## config.mk

```make
export PLATFORM = sky130hd
export DESIGN_NAME = tt_um_jleugeri_ttt_sequencer
export DESIGN_NICKNAME = d
export VERILOG_FILES = /design/src/rtl/tt_um_jleugeri_ttt_sequencer.sv
export SDC_FILE = /design/constraint.sdc
export NUM_CORES = 1
export LEC_CHECK = 0
export CAP_MARGIN = 20
export CORE_MARGIN = 4
export CORE_UTILIZATION = 30
export DETAILED_ROUTE_END_ITERATION = 16
export DONT_BUFFER_PORTS = 1
export HOLD_SLACK_MARGIN = 0.12
export SYNTH_ARGS = -nofsm -noshare
export SYNTH_HDL_FRONTEND = slang
export SYNTH_SLANG_ARGS = --single-unit
```

## constraint.sdc

```tcl
create_clock -name clk -period 3.15 [get_ports clk]
set_clock_uncertainty 0.05 [all_clocks]
set_input_delay 0.63 -clock clk [delete_from_list [all_inputs] [get_ports clk]]
set_output_delay 0.63 -clock clk [all_outputs]
set_load 0.01 [all_outputs]
```

## src/rtl/tt_um_jleugeri_ttt_sequencer.sv

```systemverilog
// Timestep sequencer for the ticktocktokens processor: buffers token events, then on each tick
// drains them as add ops, issues tally and countdown, and latches the resulting start/stop flags.
module tt_um_jleugeri_ttt_sequencer #(
    parameter int FIFO_DEPTH       = 4,
    parameter int DATA_BITS        = 8,
    parameter int INSTRUCTION_BITS = 4,
    parameter int PROC_LATENCY     = 1
) (
    input  logic                        clk,
    input  logic                        rst_n,
    input  logic                        evt_valid,
    output logic                        evt_ready,
    input  logic [7:0]                  evt_data,
    input  logic                        tick,
    output logic                        busy,
    output logic                        step_done,
    output logic                        token_start,
    output logic                        token_stop,
    output logic                        tick_overrun,
    output logic [INSTRUCTION_BITS-1:0] proc_instruction,
    output logic [DATA_BITS-1:0]        proc_data,
    input  logic                        proc_token_start,
    input  logic                        proc_token_stop
);

    localparam int PTR_W  = (FIFO_DEPTH > 1) ? $clog2(FIFO_DEPTH) : 1;
    localparam int CNT_W  = PTR_W + 1;
    localparam int WAIT_W = (PROC_LATENCY > 1) ? $clog2(PROC_LATENCY) : 1;

    localparam logic [INSTRUCTION_BITS-1:0] OP_IDLE  = INSTRUCTION_BITS'(4'b0011);
    localparam logic [INSTRUCTION_BITS-1:0] OP_TALLY = INSTRUCTION_BITS'(4'b1000);
    localparam logic [INSTRUCTION_BITS-1:0] OP_COUNT = INSTRUCTION_BITS'(4'b1001);
    localparam logic [WAIT_W-1:0]           WAIT_INIT = WAIT_W'(PROC_LATENCY - 1);
    localparam logic [CNT_W-1:0]            CNT_FULL  = CNT_W'(FIFO_DEPTH);

    typedef enum logic [2:0] {
        IDLE  = 3'd0,
        DRAIN = 3'd1,
        TALLY = 3'd2,
        TWAIT = 3'd3,
        COUNT = 3'd4,
        CWAIT = 3'd5,
        DONE  = 3'd6
    } state_t;

    state_t state, state_d;

    // Event FIFO. Handshake: a word transfers on a rising clk edge where evt_valid && evt_ready;
    // evt_ready reflects the stored count only and is never raised early by a same-cycle pop.
    logic [7:0]       mem [FIFO_DEPTH];
    logic [PTR_W-1:0] wr_ptr, rd_ptr;
    logic [CNT_W-1:0] count;
    logic             push, pop;
    logic [7:0]       head;

    assign evt_ready = (count < CNT_FULL);
    assign push      = evt_valid && evt_ready;
    assign head      = mem[rd_ptr];

    always_ff @(posedge clk) begin
        if (push) begin
            mem[wr_ptr] <= evt_data;
        end
    end

    always_ff @(posedge clk or negedge rst_n) begin
        if (!rst_n) begin
            wr_ptr <= '0;
            rd_ptr <= '0;
            count  <= '0;
        end else begin
            if (push) begin
                wr_ptr <= (wr_ptr == PTR_W'(FIFO_DEPTH - 1)) ? '0 : wr_ptr + 1'b1;
            end
            if (pop) begin
                rd_ptr <= (rd_ptr == PTR_W'(FIFO_DEPTH - 1)) ? '0 : rd_ptr + 1'b1;
            end
            case ({push, pop})
                2'b10:   count <= count + 1'b1;
                2'b01:   count <= count - 1'b1;
                default: count <= count;
            endcase
        end
    end

    // Sequencer registers. Ops are loaded one cycle ahead so each state's op is visible
    // on proc_instruction during that state.
    logic [CNT_W-1:0]            drain_left, drain_left_d;
    logic [WAIT_W-1:0]           wait_cnt, wait_cnt_d;
    logic                        start_smp, start_smp_d;
    logic                        token_start_d, token_stop_d, step_done_d;
    logic [INSTRUCTION_BITS-1:0] op_d;
    logic [DATA_BITS-1:0]        data_d;
    logic                        pending;
    logic                        go;

    assign go   = tick || pending;
    assign busy = (state != IDLE);

    always_comb begin
        state_d       = state;
        pop           = 1'b0;
        op_d          = OP_IDLE;
        data_d        = '0;
        drain_left_d  = drain_left;
        wait_cnt_d    = wait_cnt;
        start_smp_d   = start_smp;
        token_start_d = token_start;
        token_stop_d  = token_stop;
        step_done_d   = 1'b0;
        case (state)
            IDLE: begin
                if (go) begin
                    if (count != '0) begin
                        pop          = 1'b1;
                        op_d         = INSTRUCTION_BITS'({3'b000, head[7]});
                        data_d       = DATA_BITS'(head[6:0]);
                        drain_left_d = count - 1'b1;
                        state_d      = DRAIN;
                    end else begin
                        op_d    = OP_TALLY;
                        state_d = TALLY;
                    end
                end
            end
            DRAIN: begin
                // drain_left counts entries still owed from the snapshot, so late pushes stay queued
                if (drain_left != '0) begin
                    pop          = 1'b1;
                    op_d         = INSTRUCTION_BITS'({3'b000, head[7]});
                    data_d       = DATA_BITS'(head[6:0]);
                    drain_left_d = drain_left - 1'b1;
                end else begin
                    op_d    = OP_TALLY;
                    state_d = TALLY;
                end
            end
            TALLY: begin
                wait_cnt_d = WAIT_INIT;
                state_d    = TWAIT;
            end
            TWAIT: begin
                if (wait_cnt == '0) begin
                    start_smp_d = proc_token_start;
                    op_d        = OP_COUNT;
                    state_d     = COUNT;
                end else begin
                    wait_cnt_d = wait_cnt - 1'b1;
                end
            end
            COUNT: begin
                wait_cnt_d = WAIT_INIT;
                state_d    = CWAIT;
            end
            CWAIT: begin
                if (wait_cnt == '0) begin
                    token_start_d = start_smp;
                    token_stop_d  = proc_token_stop;
                    step_done_d   = 1'b1;
                    state_d       = DONE;
                end else begin
                    wait_cnt_d = wait_cnt - 1'b1;
                end
            end
            DONE: begin
                state_d = IDLE;
            end
            default: begin
                state_d = IDLE;
            end
        endcase
    end

    always_ff @(posedge clk or negedge rst_n) begin
        if (!rst_n) begin
            state            <= IDLE;
            drain_left       <= '0;
            wait_cnt         <= '0;
            start_smp        <= 1'b0;
            token_start      <= 1'b0;
            token_stop       <= 1'b0;
            step_done        <= 1'b0;
            proc_instruction <= OP_IDLE;
            proc_data        <= '0;
        end else begin
            state            <= state_d;
            drain_left       <= drain_left_d;
            wait_cnt         <= wait_cnt_d;
            start_smp        <= start_smp_d;
            token_start      <= token_start_d;
            token_stop       <= token_stop_d;
            step_done        <= step_done_d;
            proc_instruction <= op_d;
            proc_data        <= data_d;
        end
    end

    // One tick may wait behind the running step; any further tick is dropped and flagged.
    always_ff @(posedge clk or negedge rst_n) begin
        if (!rst_n) begin
            pending      <= 1'b0;
            tick_overrun <= 1'b0;
        end else if (state == IDLE) begin
            pending <= pending && tick;
        end else if (tick) begin
            if (pending) begin
                tick_overrun <= 1'b1;
            end else begin
                pending <= 1'b1;
            end
        end
    end

endmodule
```

==> flow_metrics.py <==
metrics = {
    "outcome": {
        "status": "finished, final reports clean",
    },
    "yosys": {
        "ys_seq_area_frac": 0.643,
        "yosysWarnings": 0,
        "synthFlopType": "edfxtp_1",
        "async_flop_share": 0.475,
        "synth_edf_count": 32,
        "ys_types": 41,
        "netlist_area_um2": 2630,
        "ys_seq_elements": 61,
        "synth_area_per_cell_um2": 14.4,
        "synthCells": 182,
    },
    "global_route": {
        "overflow": 0,
        "grt_pass1_wl_um": 7510,
        "grt_pass1_vias": 1436,
        "grt_max_degree": 30,
        "grt_usage": 0.101,
        "antenna_found_initial": 0,
    },
    "floorplanning": {
        "core_um2": 8380,
        "die_area_um2": 10300,
        "die_w_um": 102,
        "ioPinCount": 32,
        "initial_core_util": 0.314,
        "dieHeight_um": 102,
        "core.rowCount": 33,
    },
    "finish": {
        "multi_input_area_um2": 835,
        "drive_gt1_frac": 0.181,
        "finalCoreUtilization": 0.351,
        "area.growth.synth_to_final_pct": 11.8,
        "nets": 213,
        "num_antenna_cells": 0,
        "seqCellArea_um2": 1690,
        "final_cell_mix": "edfxtp_1, dfrtp_1, inv_1",
        "instances_no_fill": 298,
        "final_common_cell": "edfxtp_1",
        "n_fill_cell": 807,
    },
    "clocking": {
        "clock_latency_ps": 330,
        "cts_buffers": 9,
        "clock-sinks": 61,
        "post_cts_buffers": 0,
        "htree_levels": 3,
        "ctsLongestPathBuffers": 2,
        "path_clk_slew_ps": 70,
        "cts-resized-gates": 0,
        "root_buffer": "clkbuf_8",
        "holdBufCountCts": 2,
        "cts_tree": "built",
    },
    "timing": {
        "fin_crit_sh": 0.746,
        "slew_viol_final": 0,
        "finalWorstSetupSlack_ps": 801,
        "finalSetupViolCount": 0,
        "finalHoldViolCount": 0,
        "period_needed_ps": 2350,
        "tns_ps": 0,
        "max_freq_ghz": 0.426,
        "tightest_slew_ps": 680,
        "relSlewSlack": 0.547,
        "rsz0062_at_grt": "no",
    },
    "detailed_routing": {
        "vias_per_cell": 4.65,
        "vias": 1387,
        "drc": 0,
        "wl_per_cell_um": 15.2,
        "wl_um": 4520,
        "detail-route-antenna-nets": 0,
        "drtPass1Iterations": 6,
        "drtIter0Drc": 51,
    },
    "power": {
        "ir_drop_uv": 251,
        "power-per-cell-area_nw_per_um2": 1010,
        "leakage_nw": 1.14,
    },
    "critical_path": {
        "critPathArrivalTime_ps": 2520,
        "path_class": "flip-flop to flip-flop",
        "path_cells": "or3_1 -> nor3_2 -> a31oi_1 -> buf_4 -> inv_1 -> ha_1 -> mux2i_1 -> nor2_1 -> xnor2_1",
        "critical_path_buf_inv_count": 2,
        "cp_max_fo": 17,
        "endpoint_kind": "flip-flop",
        "cp_top_family": "simple AND/OR/NAND/NOR gates",
        "crit_slowest_cell": "or3_1",
        "critPathRequiredTime_ps": 3320,
        "slowest_delay_ps": 560,
        "start_kind": "flip-flop",
    },
    "placed_design": {
        "dp_hpwl_um": 3030,
        "dp_cells": 280,
        "gp_congestion": 0.753,
        "dp_slack_ps": 809,
        "io_buffers": 0,
    },
    "min_path": {
        "min_path_type": "primary input to flip-flop",
    },
    "run": {
        "drv_cap": 0,
    },
}
## kinds of logic after synthesis
family | synth area share
buffers and inverters | 0.0414
muxes | 0.102
and+or+nand+nor | 0.0842
AOI/OAI and AO/OA | 0.0585
xor gates and xnor gates | 0.0133
other | 0.00143
DFF | 0.643
adders and majority gates | 0.0562
## worst paths after layout
kind / depth (start not counted) / slack [ps] / startpoint / endpoint
worst max-delay path: 9 / 800 / state[0] / count[2]
worst min-delay path: 0 / 340 / evt_data[0] / mem[3][0]
worst max register to register: 9 / 800 / state[0] / count[2]
worst min register to register: 1 / 460 / start_smp / token_start
max in group asynchronous: 2 / 2090 / rst_n / proc_instruction[0]
min in group asynchronous: 2 / 720 / rst_n / pending
## sequential cells by signal (all words and copies together) (netlist names)
signal            cells
wr_ptr                2
proc_instruction      3
step_done             1
count                 3
rd_ptr                2
token_stop            1
drain_left            3
state                 3
pending               1
start_smp             1
tick_overrun          1
proc_data             7
mem                  32
token_start           1
## cell usage after synthesis (3+ instances only)
library cell   n  area share
buf_2          3      0.0057
nor2b_1        9       0.021
a211oi_1       4       0.011
mux4_2         7       0.060
o21ai_0        7       0.013
inv_1         13       0.019
nor2_1         9       0.013
xnor2_1        3       0.010
and2_1         4      0.0095
ha_1          11       0.052
nand2_1        7       0.010
a21oi_1        4      0.0076
mux2_2         5       0.021
edfxtp_1      32        0.37
mux2i_1        4       0.015
dfrtp_1       27        0.26
## worst register-to-register path: stages, from the launching register on
cell and delay [ps]:
dfrtp_1 550, or3_1 560, nor3_2 180, a31oi_1 60
buf_4 220, inv_1 70, ha_1 190, mux2i_1 190
nor2_1 60, xnor2_1 120
## power breakdown
group,switching (mW),total [mW],internal (mW),leakage [nW]
Clock,0.327,0.696,0.369,0.0981
Sequential,0.241,1.32,1.08,0.639
Combinational,0.471,0.956,0.485,0.404
## per-stage QoR
stage	cell area [um^2]	total power, mW	hold WS [ps]
final	2940	2.97	337
after global routing	2940	3.20	309
after detailed placement	2710	2.30	286
after global placement	2710	2.27	286
after floorplan	2630	2.12	284
after CTS	2940	3.01	317
## area by class of cell
type | instances | share of cell area
Inverter | 13 | 0.0166
Clock inverter | 7 | 0.0247
Clock buffer | 9 | 0.0422
Timing Repair Buffer | 3 | 0.0128
Multi-Input combinational cell | 100 | 0.284
Tap cell | 105 | 0.0447
Sequential cell | 61 | 0.575
## per-layer routing
layer | track usage | vias to the layer above | routed length [um]
li1 | - | 663 | -
met1 | 0.120 | 683 | 2020
met2 | 0.148 | 31 | 2050
met3 | 0.0455 | 10 | 324
met4 | 0.0644 | 0 | 127
met5 | 0 | - | 0
(Power assumes the default switching activity.)
